[src/rtl/uart_tx_fifo.sv]
// Byte FIFO that feeds a uart_tx one frame at a time, popping only after the previous frame is done.
// Optional sticky overflow flag: define UART_TX_FIFO_OVF_STATUS_EN.
module uart_tx_fifo #(
  parameter int DEPTH  = 16,
  parameter int ADDR_W = 4
) (
  input  logic              i_Clock,
  input  logic              i_Reset,
  input  logic              i_Wr_DV,
  input  logic [7:0]        i_Wr_Byte,
  output logic              o_Full,
  output logic              o_Empty,
  output logic [ADDR_W:0]   o_Count,
  output logic              o_Tx_DV,
  output logic [7:0]        o_Tx_Byte,
  input  logic              i_Tx_Active,
  input  logic              i_Tx_Done,
  output logic              o_Overflow
);

  typedef enum logic [1:0] {
    S_IDLE      = 2'd0,
    S_WAIT_ACT  = 2'd1,
    S_WAIT_DONE = 2'd2
  } state_t;

  localparam logic [ADDR_W:0]   FULL_COUNT = DEPTH[ADDR_W:0];
  localparam logic [ADDR_W:0]   COUNT_ONE  = (ADDR_W+1)'(1);
  localparam logic [ADDR_W-1:0] PTR_ONE    = ADDR_W'(1);

  state_t            state_q, state_d;
  logic [ADDR_W-1:0] wr_ptr_q, wr_ptr_d;
  logic [ADDR_W-1:0] rd_ptr_q, rd_ptr_d;
  logic [ADDR_W:0]   count_q, count_d;
  logic              tx_dv_q, tx_dv_d;
  logic [7:0]        tx_byte_q, tx_byte_d;
  logic [7:0]        mem [DEPTH];
  logic              wr_en;
  logic              pop;

  assign o_Full    = (count_q == FULL_COUNT);
  assign o_Empty   = (count_q == '0);
  assign o_Count   = count_q;
  assign o_Tx_DV   = tx_dv_q;
  assign o_Tx_Byte = tx_byte_q;

  always_comb begin
    state_d   = state_q;
    wr_ptr_d  = wr_ptr_q;
    rd_ptr_d  = rd_ptr_q;
    count_d   = count_q;
    tx_dv_d   = 1'b0;
    tx_byte_d = tx_byte_q;
    pop       = 1'b0;
    wr_en     = i_Wr_DV && !o_Full;

    case (state_q)
      S_IDLE: begin
        if (!o_Empty) begin
          pop       = 1'b1;
          tx_dv_d   = 1'b1;
          tx_byte_d = mem[rd_ptr_q];
          rd_ptr_d  = rd_ptr_q + PTR_ONE;
          state_d   = S_WAIT_ACT;
        end
      end
      S_WAIT_ACT: begin
        if (i_Tx_Active) state_d = S_WAIT_DONE;
      end
      S_WAIT_DONE: begin
        if (i_Tx_Done) state_d = S_IDLE;
      end
      default: state_d = S_IDLE;
    endcase

    if (wr_en) wr_ptr_d = wr_ptr_q + PTR_ONE;

    // Full and empty come from the registered count, so a pop never frees a slot for a same-cycle write.
    case ({wr_en, pop})
      2'b10:   count_d = count_q + COUNT_ONE;
      2'b01:   count_d = count_q - COUNT_ONE;
      default: count_d = count_q;
    endcase
  end

  always_ff @(posedge i_Clock) begin
    if (i_Reset) begin
      state_q   <= S_IDLE;
      wr_ptr_q  <= '0;
      rd_ptr_q  <= '0;
      count_q   <= '0;
      tx_dv_q   <= 1'b0;
      tx_byte_q <= 8'h00;
    end else begin
      state_q   <= state_d;
      wr_ptr_q  <= wr_ptr_d;
      rd_ptr_q  <= rd_ptr_d;
      count_q   <= count_d;
      tx_dv_q   <= tx_dv_d;
      tx_byte_q <= tx_byte_d;
    end
  end

  always_ff @(posedge i_Clock) begin
    if (wr_en && !i_Reset) mem[wr_ptr_q] <= i_Wr_Byte;
  end

`ifdef UART_TX_FIFO_OVF_STATUS_EN
  logic ovf_q, ovf_d;

  always_comb begin
    ovf_d = ovf_q | (i_Wr_DV & o_Full);
  end

  always_ff @(posedge i_Clock) begin
    if (i_Reset) ovf_q <= 1'b0;
    else         ovf_q <= ovf_d;
  end

  assign o_Overflow = ovf_q;
`else
  assign o_Overflow = 1'b0;
`endif

endmodule
[config.mk]
export PLATFORM = sky130hd
export DESIGN_NAME = uart_tx_fifo
export DESIGN_NICKNAME = d
export VERILOG_FILES = /design/src/rtl/uart_tx_fifo.sv
export SDC_FILE = /design/constraint.sdc
export NUM_CORES = 1
export LEC_CHECK = 0
export BUFFER_PORTS_ARGS = -buffer_cell sky130_fd_sc_hd__buf_4
export CAP_MARGIN = 25
export CELL_PAD_IN_SITES_DETAIL_PLACEMENT = 0
export CELL_PAD_IN_SITES_GLOBAL_PLACEMENT = 1
export CORE_MARGIN = 4
export CORE_UTILIZATION = 30
export CTS_CLUSTER_DIAMETER = 60
export DETAILED_ROUTE_END_ITERATION = 10
export PLACE_DENSITY = 0.54
export REMOVE_ABC_BUFFERS = 1
export SETUP_SLACK_MARGIN = 0.02
export SLEW_MARGIN = 40
export SYNTH_ARGS = -nofsm -noshare
export SYNTH_HDL_FRONTEND = slang
export SYNTH_SLANG_ARGS = --single-unit
[constraint.sdc]
create_clock -name i_Clock -period 4.4 [get_ports i_Clock]
set_input_delay 0.88 -clock i_Clock [delete_from_list [all_inputs] [get_ports i_Clock]]
set_output_delay 0.88 -clock i_Clock [all_outputs]
set_load 0.03 [all_outputs]
==> flow_metrics.env <==
export IMPL_outcome="complete, no violations"
export IMPL_cap_violations=0
export IMPL_final_cell_mix="128 x edfxtp_1, 48 x mux2i_1, 40 x nor2_1, 31 x buf_4, 23 x dfxtp_1"
export IMPL_clk_pin_slew_ns=0.06
export IMPL_fmaxAchievable_mhz=322
export IMPL_crit_path_start="o_Count[0]$_SDFFE_PP0P_"
export IMPL_yosys_most_used_dff="edfxtp_1"
export IMPL_post_route_util=0.360
export IMPL_grt_antenna_before_repair=0
export IMPL_cts_root_buf="clkbuf_16"
export IMPL_clockPowerShare=0.383
export IMPL_vias=3244
export IMPL_slowest_stage="nor4_1"
export IMPL_critPathMaxStageDelay_ns=0.64
export IMPL_ff2ff_path_depth=8
export IMPL_endpoint="o_Count[4]$_SDFFE_PP0P_"
export IMPL_arrival_ns=3.41
export IMPL_holdBufCountCts=0
export IMPL_drt_vias_per_instance=4.68
export IMPL_maxSlewViolCount=0
export IMPL_hp_class="reg -> reg"
export IMPL_nNetsFinal=433
export IMPL_dpl_cell_area_sq_um=6600
export IMPL_routedWlPerCell_microns=19.7
export IMPL_finalHoldViolations=0
export IMPL_whs_ns=0.505
export IMPL_r2r_end="o_Count[4]$_SDFFE_PP0P_"
export IMPL_ioPinCount=30
export IMPL_grt_overflow_total=0
export IMPL_initial_core_util=0.304
export IMPL_fin_setup_tns_ns=0
export IMPL_cts_tree="done"
export IMPL_max_slew_margin_rel=0.473
export IMPL_cts_sinks=152
export IMPL_path_delay_family="adder cells"
export IMPL_grt_usage=0.129
export IMPL_path_cells="nor4_1 > a21boi_4 > ha_1 > fa_1 > a21o_1 > a21oi_1 > mux2i_1 > mux2_2"
export IMPL_p_sw_mw=1.13
export IMPL_nFillCells=1906
export IMPL_synth_top_area_frac=0.626
export IMPL_yosysWarnings=0
export IMPL_core_area_sq_um=20200
export IMPL_cts_buffer_depth=2
export IMPL_rsz0062_at_grt="false"
export IMPL_drive_above_1_share=0.182
export IMPL_crit_path_start_kind="register"
export IMPL_n_antenna_cell=0
export IMPL_synth_area_per_cell_sq_um=16.1
export IMPL_synth_area_leaders="edfxtp_1 63%, dfxtp_1 7.8%, mux2i_1 7.8%"
export IMPL_fin_crit_ns=3.11
export IMPL_die_area_sq_um=22800
export IMPL_cts_buffers=17
export IMPL_core_rowCount=52
export IMPL_crit_buf_inv=0
export IMPL_die_h_microns=151
export IMPL_fin_area_sq_um=7260
export IMPL_firstDrtPassIters=5
export IMPL_critPathRequiredTime_ns=4.70
export IMPL_grt_pass1_vias=3252
export IMPL_finalSetupViolations=0
export IMPL_grt_max_degree=31
export IMPL_synthArstFlopShare=0
export IMPL_r2r_start="o_Count[0]$_SDFFE_PP0P_"
export IMPL_seq_power_share=0.419
export IMPL_combPwrFrac=0.198
export IMPL_clk_latency_ns=0.42
export IMPL_ys_seq_elements=152
export IMPL_worst_slew_pin_slew_ns=0.789
export IMPL_final_common_cell="edfxtp_1"
export IMPL_powerDensity_nw_per_um2=567
export IMPL_cts_resized=0
export IMPL_swShare=0.273
export IMPL_synth_area_leader_cell="edfxtp_1"
export IMPL_drc=0
export IMPL_htree_levels=4
export IMPL_drtIter0Drc=205
export IMPL_numPortBuffers=28
export IMPL_hpwl_mm=9.03
export IMPL_rrSetupSlack_ns=1.29
export IMPL_grt_pass1_wl_mm=20.8
export IMPL_fp_dieW_microns=151
export IMPL_crit_path_end_kind="register"
export IMPL_ys_types=45
export IMPL_crit_cells=8
export IMPL_drt_total_wl_mm=13.6
export IMPL_skew_ns=0.00782
export IMPL_syn_area_sq_um=6140
export IMPL_post_cts_setup_buffers=0
export IMPL_p_int_mw=2.99
export IMPL_leakagePower_nw=2.37
export IMPL_path_class="reg -> reg"
export IMPL_vdd_drop_max_mv=0.301
export IMPL_gp_congestion=0.724
export IMPL_period_share=0.706
export IMPL_netlist_instances=382
export IMPL_area_delta_synth_final_pct=18.3
export IMPL_ant_nets=0
export IMPL_crit_fanout=20
export IMPL_ys_seq_area_frac=0.705
export IMPL_synth_edff_count=128
==> per-stage QoR <==
step	total power [mW]	std cells	setup slack (ns)
finish	4.11	693	1.29
global route	4.32	693	1.07
CTS	4.16	693	1.26
detailed placement	2.58	661	1.10
global placement	2.55	661	1.14
floorplan	2.27	360	0.703
==> power by group through the flow <==
stage	clock, mW	sequential, mW	combinational (mW)
floorplan	0	1.82	0.458
global placement	0	1.75	0.801
detailed placement	0	1.76	0.821
CTS	1.61	1.73	0.825
global route	1.68	1.74	0.897
finish	1.58	1.72	0.814
==> synth_stat cells (2+ instances only) <==
cell type  count
ha_1           9
buf_2          7
o211ai_1       3
edfxtp_1     128
o22ai_1       22
a211oi_1       6
a21oi_1        4
inv_1          4
xor2_1         6
or3_1          2
buf_4          2
nor2_1        50
a2111oi_0      5
nor2b_1        3
dfxtp_1       24
a22oi_1        2
a21o_1         2
buf_6          2
xnor2_1        3
a311oi_1       2
nand3b_1       4
nand2_1        6
mux2i_1       48
mux4_1         9
clkbuf_1       9
==> worst reg2reg max path, cell delays in order (launching register included) <==
cell,delay [ns]
dfxtp_1,0.38
nor4_1,0.64
a21boi_4,0.30
ha_1,0.35
fa_1,0.43
a21o_1,0.19
a21oi_1,0.16
mux2i_1,0.21
mux2_2,0.34
==> state kept, by name (all words and copies together), names as in the netlist <==
register / count
o_Tx_DV: 1
state_q: 2
o_Tx_Byte: 8
o_Count: 5
mem: 128
rd_ptr_q: 4
wr_ptr_q: 4
==> final cells by class <==
| class | instances | area, sq um | area share |
|---|---|---|---|
| flip-flops and latches | 152 | 4330 | 0.596 |
| repair buffers | 31 | 233 | 0.0321 |
| clock inverters | 9 | 173 | 0.0238 |
| multi-input cells | 204 | 1710 | 0.235 |
| well taps | 270 | 338 | 0.0465 |
| clock buffers | 23 | 468 | 0.0645 |
| inverters | 4 | 15.0 | 0.00207 |
==> logic make-up (layout without fill, tap and decap cells) <==
kind of cell,count (synthesis),count (layout),share of synthesized area
other,1,1,0.000611
adder cells (fa/ha/maj),10,10,0.0216
flip-flops,152,152,0.705
buffers and inverters,26,67,0.0228
multiplexers,59,59,0.122
AND/OR/NAND/NOR,73,73,0.0536
XOR/XNOR,9,9,0.0128
AO/OA/AOI/OAI,52,52,0.0614
==> worst min path at each step <==
stage,startpoint,slack (ns),end,cells after the start
4_1_cts,o_Tx_Byte[0]$_SDFFE_PP0P_,0.51,o_Tx_Byte[0]$_SDFFE_PP0P_,2
2_1_floorplan,state_q[1]$_SDFFE_PP0P_,0.50,state_q[1]$_SDFFE_PP0P_,2
3_5_place_dp,o_Tx_Byte[0]$_SDFFE_PP0P_,0.50,o_Tx_Byte[0]$_SDFFE_PP0P_,2
5_1_grt,o_Tx_Byte[3]$_SDFFE_PP0P_,0.54,o_Tx_Byte[3]$_SDFFE_PP0P_,2
6_report,o_Tx_Byte[0]$_SDFFE_PP0P_,0.50,o_Tx_Byte[0]$_SDFFE_PP0P_,2
3_3_place_gp,o_Tx_Byte[0]$_SDFFE_PP0P_,0.50,o_Tx_Byte[0]$_SDFFE_PP0P_,2
==> layer usage <==
layer | part of all wire | up-vias | track usage
li1 | - | 1544 | -
met1 | 0.49 | 1617 | 0.178
met2 | 0.47 | 73 | 0.196
met3 | 0.035 | 10 | 0.0350
met4 | 0.0088 | 0 | 0.0426
met5 | 0 | - | 0
Note: power is estimated with default switching activity, not from simulation.
